--- src/rtl/hazard_pkg.sv ---
// Shared constants and types for the hazard scoreboard: decoder latency/slack codes,
// mul/div busy defaults and the architectural register index type.
package hazard_pkg;

  localparam int NREG_DEFAULT  = 32;
  localparam int LAT_W_DEFAULT = 3;
  localparam int MD_W_DEFAULT  = 4;

  localparam int MUL_CYCLES_DEFAULT = 5;
  localparam int DIV_CYCLES_DEFAULT = 10;

  // Cycles after issue until a result can be forwarded.
  localparam int LAT_ALU  = 1;
  localparam int LAT_LOAD = 2;

  // Cycles a consumer can still wait for an operand once it leaves D.
  localparam int SLACK_D = 0;
  localparam int SLACK_E = 1;
  localparam int SLACK_M = 2;

  localparam int REG_IDX_W = $clog2(NREG_DEFAULT);
  typedef logic [REG_IDX_W-1:0] reg_idx_t;

  function automatic bit fits_width(input int value, input int width);
    return value < (1 << width);
  endfunction

endpackage

--- src/rtl/sb_entry.sv ---
// One scoreboard slot: a saturating down-counter whose load takes priority over
// the decrement. Used per tracked register and for the mul/div busy timer.
module sb_entry #(
  parameter int W = 3
) (
  input  logic         clk,
  input  logic         reset,
  input  logic         i_load,
  input  logic [W-1:0] i_load_val,
  output logic [W-1:0] o_count
);

  logic [W-1:0] r_count;

  always_ff @(posedge clk or posedge reset) begin
    if (reset) begin
      r_count <= '0;
    end else if (i_load) begin
      r_count <= i_load_val;
    end else if (r_count != '0) begin
      r_count <= r_count - 1'b1;
    end
  end

  assign o_count = r_count;

endmodule

--- src/rtl/hazard_scoreboard.sv ---
// Register/HI-LO hazard scoreboard beside the D stage; raises a combinational stall.
// Define HAZARD_STATS_EN to add the stall_cycles / md_stall_cycles counters.
module hazard_scoreboard
  import hazard_pkg::*;
#(
  parameter int NREG       = NREG_DEFAULT,
  parameter int LAT_W      = LAT_W_DEFAULT,
  parameter int MD_W       = MD_W_DEFAULT,
  parameter int MUL_CYCLES = MUL_CYCLES_DEFAULT,
  parameter int DIV_CYCLES = DIV_CYCLES_DEFAULT
) (
  input  logic                    clk,
  input  logic                    reset,
  input  logic                    d_valid,
  input  logic [$clog2(NREG)-1:0] d_rs,
  input  logic                    d_rs_en,
  input  logic [LAT_W-1:0]        d_rs_slack,
  input  logic [$clog2(NREG)-1:0] d_rt,
  input  logic                    d_rt_en,
  input  logic [LAT_W-1:0]        d_rt_slack,
  input  logic [$clog2(NREG)-1:0] d_dst,
  input  logic                    d_dst_we,
  input  logic [LAT_W-1:0]        d_dst_lat,
  input  logic                    d_md_start,
  input  logic                    d_md_div,
  input  logic                    d_md_use,
  output logic                    stall,
  output logic                    md_busy,
  output logic [NREG-1:0]         sb_pending
`ifdef HAZARD_STATS_EN
  ,
  output logic [31:0]             stall_cycles,
  output logic [31:0]             md_stall_cycles
`endif
);

  localparam int IDX_W = $clog2(NREG);

  if (!fits_width(MUL_CYCLES, MD_W) || !fits_width(DIV_CYCLES, MD_W)) begin : g_bad_md_cycles
    $error("hazard_scoreboard: MUL_CYCLES/DIV_CYCLES do not fit in MD_W bits");
  end

  logic [LAT_W-1:0] w_cnt [NREG];
  logic [MD_W-1:0]  w_mdCnt;
  logic [MD_W-1:0]  w_mdLoadVal;
  logic             w_rawRs;
  logic             w_rawRt;
  logic             w_mdHaz;
  logic             w_issue;
  logic             w_dstLoad;
  logic             w_mdLoad;

  assign w_cnt[0] = '0;

  // Sources are checked against pre-update counts, so an instruction never waits on itself.
  assign w_rawRs = d_valid & d_rs_en & (d_rs != '0) & (w_cnt[d_rs] > d_rs_slack);
  assign w_rawRt = d_valid & d_rt_en & (d_rt != '0) & (w_cnt[d_rt] > d_rt_slack);
  assign w_mdHaz = d_valid & d_md_use & md_busy;

  assign stall   = w_rawRs | w_rawRt | w_mdHaz;
  assign w_issue = d_valid & ~stall;

  // A zero latency means the result is never tracked, so it must not clear an older count.
  assign w_dstLoad = w_issue & d_dst_we & (d_dst_lat != '0);

  for (genvar r = 1; r < NREG; r++) begin : g_entry
    sb_entry #(.W(LAT_W)) u_entry (
      .clk        (clk),
      .reset      (reset),
      .i_load     (w_dstLoad & (d_dst == IDX_W'(r))),
      .i_load_val (d_dst_lat),
      .o_count    (w_cnt[r])
    );
  end

  assign w_mdLoad    = w_issue & d_md_start;
  assign w_mdLoadVal = d_md_div ? MD_W'(DIV_CYCLES) : MD_W'(MUL_CYCLES);

  sb_entry #(.W(MD_W)) u_md_timer (
    .clk        (clk),
    .reset      (reset),
    .i_load     (w_mdLoad),
    .i_load_val (w_mdLoadVal),
    .o_count    (w_mdCnt)
  );

  assign md_busy = (w_mdCnt != '0);

  always_comb begin
    sb_pending = '0;
    for (int r = 1; r < NREG; r++) begin
      sb_pending[r] = (w_cnt[r] != '0);
    end
  end

`ifdef HAZARD_STATS_EN
  logic [31:0] r_stallCycles;
  logic [31:0] r_mdStallCycles;

  always_ff @(posedge clk or posedge reset) begin
    if (reset) begin
      r_stallCycles   <= '0;
      r_mdStallCycles <= '0;
    end else begin
      if (stall) begin
        r_stallCycles <= r_stallCycles + 32'd1;
      end
      if (w_mdHaz) begin
        r_mdStallCycles <= r_mdStallCycles + 32'd1;
      end
    end
  end

  assign stall_cycles    = r_stallCycles;
  assign md_stall_cycles = r_mdStallCycles;
`endif

endmodule
--- config.mk ---
export PLATFORM = sky130hd
export DESIGN_NAME = hazard_scoreboard
export DESIGN_NICKNAME = d
export VERILOG_FILES = /design/src/rtl/hazard_pkg.sv /design/src/rtl/sb_entry.sv /design/src/rtl/hazard_scoreboard.sv
export SDC_FILE = /design/constraint.sdc
export NUM_CORES = 1
export LEC_CHECK = 0
export BUFFER_PORTS_ARGS = -buffer_cell sky130_fd_sc_hd__buf_2
export CORE_MARGIN = 10
export CORE_UTILIZATION = 65
export CTS_CLUSTER_SIZE = 10
export DETAILED_ROUTE_END_ITERATION = 7
export HOLD_SLACK_MARGIN = 0.03
export PLACE_DENSITY_LB_ADDON = 0.1
export SYNTH_ARGS = -nofsm -noshare
export SYNTH_HDL_FRONTEND = slang
export SYNTH_SLANG_ARGS = --single-unit
--- constraint.sdc ---
create_clock -name clk -period 9 [get_ports clk]
set_input_delay 1.8 -clock clk [delete_from_list [all_inputs] [get_ports clk]]
set_output_delay 1.8 -clock clk [all_outputs]
set_load 0.05 [all_outputs]
### After elaboration in Yosys (flattened, before gate mapping)

Cells that the tools add are included.

| storage, ports and cells | value |
|---|---|
| bits in registers | 97 |
| output and inout port bits | 34 |

| cells by class | value |
|---|---|
| add/subtract/negate cells | 32 |
| magnitude comparators | 4 |
| equality and inequality tests | 31 |
| muxes and demuxes | 71 |
| bitwise logic cells | 48 |
| reduce and logical (&&, ||, !) cells | 67 |

Operator list:

| cell | number |
|---|---|
| $mux 3 | 66 |
| $reduce_bool 3->1 | 32 |
| $sub 3x1->3 const B | 31 |
| $eq 5x5->1 const B | 16 |
| $reduce_bool 2->1 | 32 |
| $and 1x1->1 | 43 |
| $eq 5x4->1 const B | 8 |
| $bmux 3 s5 | 2 |
| $eq 5x3->1 const B | 4 |
| $ge 6x6->1 const B | 2 |
| $mux 4 | 3 |
| $not 5->6 | 2 |
| $eq 5x2->1 const B | 2 |
| $reduce_bool 5->1 | 2 |
| $gt 3x3->1 | 2 |
| $eq 5x1->1 const B | 1 |
| $reduce_bool 4->1 | 1 |
| $sub 4x1->4 const B | 1 |
| $or 1x1->1 | 2 |
| $not 1->1 | 1 |

### Logic depth before layout (Yosys ltp)

Gate-level depths: netlist of run 1.

| depth | value |
|---|---|
| depth in word-level cells | 14 |
| gate-level depth with buffers | 19 |

### Cells and area by module

A second synthesis of run 1 with hierarchy kept.

| second synthesis, totals | value |
|---|---|
| cell total of the unflattened synthesis | 938 |
| area total of the unflattened synthesis | 8916.1 um^2 |

By module, submodules not included:

| module | times used | cells an instance | area an instance (um^2) | seq. area each (um^2) |
|---|---|---|---|---|
| sb_entry at g_entry[10].u_entry ... | 31 | 21 | 200.2 | 75.1 |
| hazard_scoreboard | 1 | 260 | 2438.6 | 0.0 |
| sb_entry at u_md_timer | 1 | 27 | 271.5 | 100.1 |

### Least setup slack after synthesis of run 1

OpenSTA, ideal clock, no wires.

| timing path | value |
|---|---|
| path type | input port to output port |
| from | in d_rt[0] |
| to | out stall |
| data arrival time | 4.686 ns |
| required time | 7.200 ns |
| setup slack | 2.514 ns |
| stages on the path | 12 |
| path buffers | 4 |
| path through | buf_6 -> buf_2 -> buf_4 -> mux4_2 -> mux2i_1 -> a221oi_1 -> ha_1 -> nor2b_2 -> o21ai_2 -> a211oi_4 -> buf_6 -> or3_1 |

| on the way | value |
|---|---|
| cells in the longest elaborated chain, start to end | 8 |

RTL lines:

| element | RTL line | text |
|---|---|---|
| from (decl) | hazard_scoreboard.sv:18 | `input logic [$clog2(NREG)-1:0] d_rt,` |
| $not 5->6 (implied by the code) | hazard_scoreboard.sv:57 | `assign w_rawRt = d_valid & d_rt_en & (d_rt != '0) & (w_cnt[d_rt] > d_rt_slack);` |
| $bmux 3 s5 | hazard_scoreboard.sv:57 |  |
| $mux 3 (implied by the code) (2 in series) | hazard_scoreboard.sv:57 |  |
| $gt 3x3->1 | hazard_scoreboard.sv:57 |  |
| $and 1x1->1 (*) | hazard_scoreboard.sv:57 |  |
| $or 1x1->1 (*) (2 in series) | hazard_scoreboard.sv:60 | `assign stall = w_rawRs \| w_rawRt \| w_mdHaz;` |
| to (decl) | hazard_scoreboard.sv:27 | `output logic stall,` |

Every way passes the cells marked *; elsewhere a longest branch is shown, timed or not. The select of a mux whose other input is x is not followed.

### Worst setup path in the final report of run 1

| timing path | value |
|---|---|
| from | in d_rs[0] |
| to | out stall |

| on the way | value |
|---|---|
| cells in the longest elaborated chain, start to end | 8 |

RTL lines:

| element | RTL line | text |
|---|---|---|
| from (decl) | hazard_scoreboard.sv:15 | `input logic [$clog2(NREG)-1:0] d_rs,` |
| $not 5->6 (implied by the code) | hazard_scoreboard.sv:56 | `assign w_rawRs = d_valid & d_rs_en & (d_rs != '0) & (w_cnt[d_rs] > d_rs_slack);` |
| $bmux 3 s5 | hazard_scoreboard.sv:56 |  |
| $mux 3 (implied by the code) (2 in series) | hazard_scoreboard.sv:56 |  |
| $gt 3x3->1 | hazard_scoreboard.sv:56 |  |
| $and 1x1->1 (*) | hazard_scoreboard.sv:56 |  |
| $or 1x1->1 (*) (2 in series) | hazard_scoreboard.sv:60 |  |

Marked as above.

==> flow_metrics.env, run 1 <==
export IMPL_status="completed"
export IMPL_ff2ff_setup_slack_ns=4.90
export IMPL_worstReg2RegStart="g_entry[18].u_entry.o_count[1]"
export IMPL_syn_num_nets=927
export IMPL_die_width_microns=135
export IMPL_path_cells="buf_2 > mux2_2 > a22oi_1 > nor2_1 > nor3_1 > a211o_1 > o21ai_0 > ha_1 > nand3_1 > nand3_1 > a221oi_4 > or3_1 > buf_2"
export IMPL_syn_area_per_cell_sq_um=10.5
export IMPL_crit_required_ns=7.20
export IMPL_relSlewSlack=0.258
export IMPL_finalSetupViolCount=0
export IMPL_antenna_left=0
export IMPL_antenna_found_initial=4
export IMPL_period_minus_slack_ns=6.78
export IMPL_io_buffer_count=65
export IMPL_grt_max_degree=51
export IMPL_drc=0
export IMPL_slowest_delay_ns=0.73
export IMPL_cts_buffers=9
export IMPL_finalMaxSlewViolations=0
export IMPL_p_comb_frac=0.583
export IMPL_viasPerCell=6.14
export IMPL_vdd_ir_drop_max_mv=0.261
export IMPL_io_pins=67
export IMPL_rows=42
export IMPL_power_density_mw_per_mm2=341
export IMPL_worstPathMaxFanout=33
export IMPL_r2r_worst_path_cells=12
export IMPL_core_area_sq_mm=0.0131
export IMPL_first_global_vias=6619
export IMPL_synth_edff_count=0
export IMPL_synth_seq_area_share=0.281
export IMPL_post_cts_buffers=0
export IMPL_fillers=1001
export IMPL_gp_congestion=0.882
export IMPL_endpoint_kind="primary output"
export IMPL_area_delta_synth_final_pct=7.33
export IMPL_cts_clk_slew_worst_paths_ns=0.07
export IMPL_holdPathStages=2
export IMPL_post_cts_resized=0
export IMPL_drt_iter0_drc=521
export IMPL_final_cell_mix="97 x dfrtp_1, 74 x nor2_1, 74 x inv_1"
export IMPL_synth_top_area_cell="dfrtp_1"
export IMPL_holdPathEnd="g_entry[31].u_entry.o_count[0]"
export IMPL_hold_violations=0
export IMPL_drtPass1Iterations=7
export IMPL_clk_path_buf_depth=2
export IMPL_tightest_slew_ns=1.11
export IMPL_fin_tns_setup_ns=0
export IMPL_grt_overflow=0
export IMPL_synth_area_top_cells="dfrtp_1 28%, ha_1 10%, mux4_2 9.1%, mux2_1 8.0%, mux2_2 6.3%"
export IMPL_syn_inst=824
export IMPL_start_kind="primary input"
export IMPL_rsz0062_at_grt="false"
export IMPL_start_util=0.657
export IMPL_fin_skew_ns=0.00753
export IMPL_sequentialPowerShare=0.298
export IMPL_synthArstFlopShare=1.00
export IMPL_cts_max_level=3
export IMPL_syn_area_sq_mm=0.00864
export IMPL_synth_distinct_cells=61
export IMPL_holdCritPathClass="flop to flop"
export IMPL_die_h_microns=135
export IMPL_place_area_sq_mm=0.00898
export IMPL_synth_top_area_share=0.281
export IMPL_cts_hold_buf=0
export IMPL_ys_ff_latch=97
export IMPL_wl_mm=21.3
export IMPL_worstSetupPathType="primary input to primary output"
export IMPL_final_cell_area_sq_mm=0.00927
export IMPL_layout_nets=964
export IMPL_root_buffer="clkbuf_16"
export IMPL_p_switching_mw=1.40
export IMPL_max_freq_mhz=147
export IMPL_reg2reg_to="g_entry[22].u_entry.o_count[2]"
export IMPL_final_layout_size_suffix_gt1_frac=0.262
export IMPL_power_switching_share=0.444
export IMPL_die_area_sq_mm=0.0183
export IMPL_layout_commonest_cell="dfrtp_1"
export IMPL_cp_arrival_ns=4.98
export IMPL_clk_latency_ns=0.36
export IMPL_grt_pass1_wl_mm=34.7
export IMPL_cts_tree="done"
export IMPL_cts_sinks=97
export IMPL_synthFlopType="dfrtp_1"
export IMPL_worstHoldStart="g_entry[31].u_entry.o_count[0]"
export IMPL_avgRoutedWirePerCell_microns=20.4
export IMPL_internal_power_mw=1.76
export IMPL_yosysWarnings=0
export IMPL_crit_slowest_cell="buf_2"
export IMPL_post_route_period_util=0.754
export IMPL_cellLeakagePower_nw=4.05
export IMPL_setup_ws_ns=2.22
export IMPL_grtUsageTotal=0.239
export IMPL_pwr_share_clk=0.119
export IMPL_via_count=6415
export IMPL_post_dp_hpwl_mm=16.1
export IMPL_cap_violations=0
export IMPL_dp_worst_setup_slack_ns=2.20
per-layer routing:
layer  track usage  routed length (microns)  up-vias
li1              -                        -     2987
met5             0                        0        -
met4        0.0861                      524        0
met3        0.0430                     1270       30
met1         0.314                     9270     3201
met2         0.387                    10200      197
metrics by stage:
stage | power (mW) | instances | util | hold slack (ns)
detailed placement | 2.78 | 1026 | 0.684 | 0.597
global placement | 2.66 | 1026 | 0.684 | 0.590
finish | 3.16 | 1045 | 0.706 | 0.608
CTS | 3.17 | 1042 | 0.705 | 0.612
global route | 3.41 | 1045 | 0.706 | 0.659
floorplan | 2.36 | 824 | - | 0.561
cells by family after synthesis:
group | count (synthesis) | share of synthesized area
adders and majority gates | 70 | 0.101
xor gates and xnor gates | 33 | 0.0335
other | 1 | 0.000434
AOI/OAI and AO/OA | 93 | 0.0674
and+or+nand+nor | 236 | 0.181
muxes | 177 | 0.275
DFF | 97 | 0.281
buffers and inverters | 117 | 0.0603
power by group through the flow:
stage	clock network, mW	registers (mW)	logic [mW]
6_report	0.375	0.941	1.84
5_1_grt	0.396	0.971	2.05
4_1_cts	0.381	0.934	1.85
3_5_place_dp	0	0.940	1.84
3_3_place_gp	0	0.927	1.73
2_1_floorplan	0	0.837	1.53
Yosys cell counts (7+ instances only):
| cell type | n |
|---|---|
| buf_2 | 12 |
| mux2_2 | 48 |
| inv_1 | 75 |
| mux2_1 | 61 |
| nor2_1 | 74 |
| xnor2_1 | 32 |
| mux4_2 | 35 |
| nand2b_1 | 35 |
| nand2_1 | 33 |
| nor4b_4 | 9 |
| nand3_1 | 17 |
| ha_1 | 70 |
| and2_4 | 8 |
| nor4_2 | 16 |
| a21oi_1 | 37 |
| buf_4 | 7 |
| o21ai_0 | 23 |
| mux2i_1 | 27 |
| clkbuf_1 | 14 |
| dfrtp_1 | 97 |
registers in the layout (all words and copies together), names as in the netlist:
register	cells
u_md_timer.o_count	4
g_entry.u_entry.o_count	93
cell type report:
cell class / instances / area, sq um / area share
antenna: 3 / 7.51 / 0.000810
tap: 176 / 220 / 0.0238
multi-input combinational: 610 / 5700 / 0.615
timing repair buffer: 68 / 348 / 0.0375
sequential: 97 / 2430 / 0.262
clock inverter: 6 / 42.5 / 0.00459
clock buffer: 10 / 239 / 0.0258
inverter: 75 / 283 / 0.0305
worst max path at each step:
stage | start | end | slack, ns | depth (start not counted)
finish | d_rs[0] | stall | 2.22 | 13
global route | d_rs[0] | stall | 1.94 | 12
CTS | d_rs[0] | stall | 2.20 | 13
detailed placement | d_rs[0] | stall | 2.20 | 13
global placement | d_rs[0] | stall | 2.28 | 13
floorplan | d_rt[0] | stall | 2.51 | 12
worst max-delay path: cells and delay by family:
kind / cells / cell delay [ns]
buf+inv: 2 / 0.99
compound gates: 4 / 0.80
simple gates: 5 / 0.64
mux: 1 / 0.42
fa+ha+maj: 1 / 0.31
(Power assumes the default switching activity.)
==> inputs of run 2 (changes only) <==
- CORE_UTILIZATION: 65 -> 62
- clock period: 9 -> 6.3 ns (I/O delays scaled with it)
==> run 2 against run 1 <==
Sequential share of layout area down 0.19 points. Combinational power increased by 45%. Non-clock buffer count up 5. Final area increased by 0.74%. Sequential power up 42%. Critical path type unchanged. Worst hold slack gained 0.030 ns.
==> flow_metrics.env, run 2 (synthesis gave the netlist of run 1 again) <==
export IMPL_postLayoutCoreUtil=0.678
export IMPL_tightest_slew_ns=0.833
export IMPL_crit_family="compound AO/OA/AOI/OAI gates"
export IMPL_start_kind="primary input"
export IMPL_post_cts_resized=0
export IMPL_rsz0062_at_grt="false"
export IMPL_clk_latency_ns=0.36
export IMPL_worstSetupPathType="primary input to primary output"
export IMPL_avgRoutedWirePerCell_microns=20.8
export IMPL_status="completed"
export IMPL_slowest_delay_ns=0.52
export IMPL_cellLeakagePower_nw=4.10
export IMPL_finalSetupViolCount=0
export IMPL_finalNonFillerCells=1053
export IMPL_cts_tree="done"
export IMPL_antenna_left=0
export IMPL_layout_nets=969
export IMPL_relSlewSlack=0.444
export IMPL_crit_required_ns=5.04
export IMPL_hold_violations=0
export IMPL_wl_mm=21.9
export IMPL_fin_skew_ns=0.00454
export IMPL_largest_reg_flops=93
export IMPL_final_cell_mix="97 x dfrtp_1, 74 x nor2_1, 74 x inv_1"
export IMPL_cts_clk_slew_worst_paths_ns=0.07
export IMPL_grt_pass1_wl_mm=35.5
export IMPL_power_density_mw_per_mm2=492
export IMPL_path_cells="buf_2 > mux2_2 > a21oi_1 > nor2_1 > a211oi_1 > o21ai_0 > ha_1 > nand3_1 > nand3_1 > a221oi_4 > or3_1 > buf_2"
export IMPL_drt_iter0_drc=453
export IMPL_endpoint_kind="primary output"
export IMPL_io_buffer_count=65
export IMPL_setup_ws_ns=0.710
export IMPL_holdWs_ns=0.638
export IMPL_post_cts_buffers=0
export IMPL_core_area_sq_mm=0.0138
export IMPL_dp_worst_setup_slack_ns=0.729
export IMPL_max_freq_mhz=179
export IMPL_drtPass1Iterations=5
export IMPL_die_h_microns=138
export IMPL_finalMaxSlewViolations=0
export IMPL_fin_tns_setup_ns=0
export IMPL_worstPathMaxFanout=22
export IMPL_cp_arrival_ns=4.33
export IMPL_final_layout_size_suffix_gt1_frac=0.266
export IMPL_period_minus_slack_ns=5.59
export IMPL_start_util=0.627
export IMPL_post_dp_hpwl_mm=16.6
export IMPL_fillers=1082
export IMPL_io_pins=67
export IMPL_holdCritPathClass="flop to flop"
export IMPL_drc=0
export IMPL_cap_violations=0
export IMPL_final_cell_area_sq_mm=0.00934
export IMPL_place_area_sq_mm=0.00902
export IMPL_die_width_microns=138
export IMPL_antenna_found_initial=1
export IMPL_clk_path_buf_depth=2
export IMPL_layout_commonest_cell="dfrtp_1"
export IMPL_cts_sinks=97
export IMPL_rows=43
export IMPL_dpl_cell_count=1035
export IMPL_first_global_vias=6673
export IMPL_cts_buffers=9
export IMPL_grt_overflow=0
export IMPL_area_delta_synth_final_pct=8.13
export IMPL_cts_hold_buf=0
export IMPL_grt_max_degree=52
export IMPL_die_area_sq_mm=0.0190
export IMPL_crit_slowest_cell="buf_2"
export IMPL_multi_input_area_sq_mm=0.00570
export IMPL_regArea_sq_mm=0.00243
export IMPL_viasPerCell=6.15
export IMPL_cts_max_level=3
export IMPL_via_count=6473
export IMPL_post_route_period_util=0.887
export IMPL_grtUsageTotal=0.228
export IMPL_gp_congestion=0.897
export IMPL_worstPathBufferInverterCount=2
export IMPL_vdd_ir_drop_max_mv=0.273
export IMPL_root_buffer="clkbuf_16"
export IMPL_finalPower_mw=4.60
[run 2: cell count changes in the layout (fill, tap and decap cells not counted)]
cell and change:
clkinv_4 -1, clkbuf_8 -1, clkinv_2 +3, buf_4 +5, inv_6 -1, diode_2 -1
clkinvlp_4 -2, bufinv_16 +2
[run 2: layout make-up]
cell class,instances,area share
antenna,2,0.000536
clock inverter,7,0.00911
tap,180,0.0241
timing repair buffer,73,0.0413
inverter,75,0.0303
clock buffer,9,0.0241
multi-input combinational,610,0.611
sequential,97,0.260
[run 2: path summary, 6_finish.rpt]
path | startpoint | endpoint | slack (ns) | cells past startpoint
hold reg to reg | g_entry[31].u_entry.o_count[0] | g_entry[31].u_entry.o_count[0] | 0.64 | 2
setup reg to reg | g_entry[7].u_entry.o_count[1] | g_entry[6].u_entry.o_count[2] | 2.44 | 12
setup / recovery | d_rs[0] | stall | 0.71 | 12
max in group asynchronous | reset | g_entry[1].u_entry.o_count[0] | 4.08 | 3
min in group asynchronous | reset | g_entry[10].u_entry.o_count[1] | 1.03 | 2
hold / removal | g_entry[31].u_entry.o_count[0] | g_entry[31].u_entry.o_count[0] | 0.64 | 2
[run 2: power by group]
part	leakage [nW]	switching, mW	internal [mW]	total, mW
clock	0.159	0.254	0.345	0.599
sequential	1.14	0.373	0.971	1.34
combinational	2.80	1.39	1.26	2.66
total	4.10	2.02	2.58	4.60
[run 2: per-layer routing]
metal / GRT usage / vias up / wire (microns)
li1: - / 2990 / -
met1: 0.285 / 3216 / 9260
met2: 0.377 / 218 / 10600
met3: 0.0462 / 47 / 1330
met4: 0.0921 / 2 / 649
met5: 0 / - / 14
[run 2: worst register-to-register path, cell delays in order (launching register included)]
cell and delay [ns]:
dfrtp_1 0.44, mux4_2 0.50, mux2_2 0.29, o22ai_1 0.14, a221oi_1 0.08, ha_1 0.31, nor2b_2 0.16, o21ai_2 0.15
a211oi_4 0.08, buf_4 0.33, nor4b_1 0.66, and2_1 0.27, mux2_1 0.34
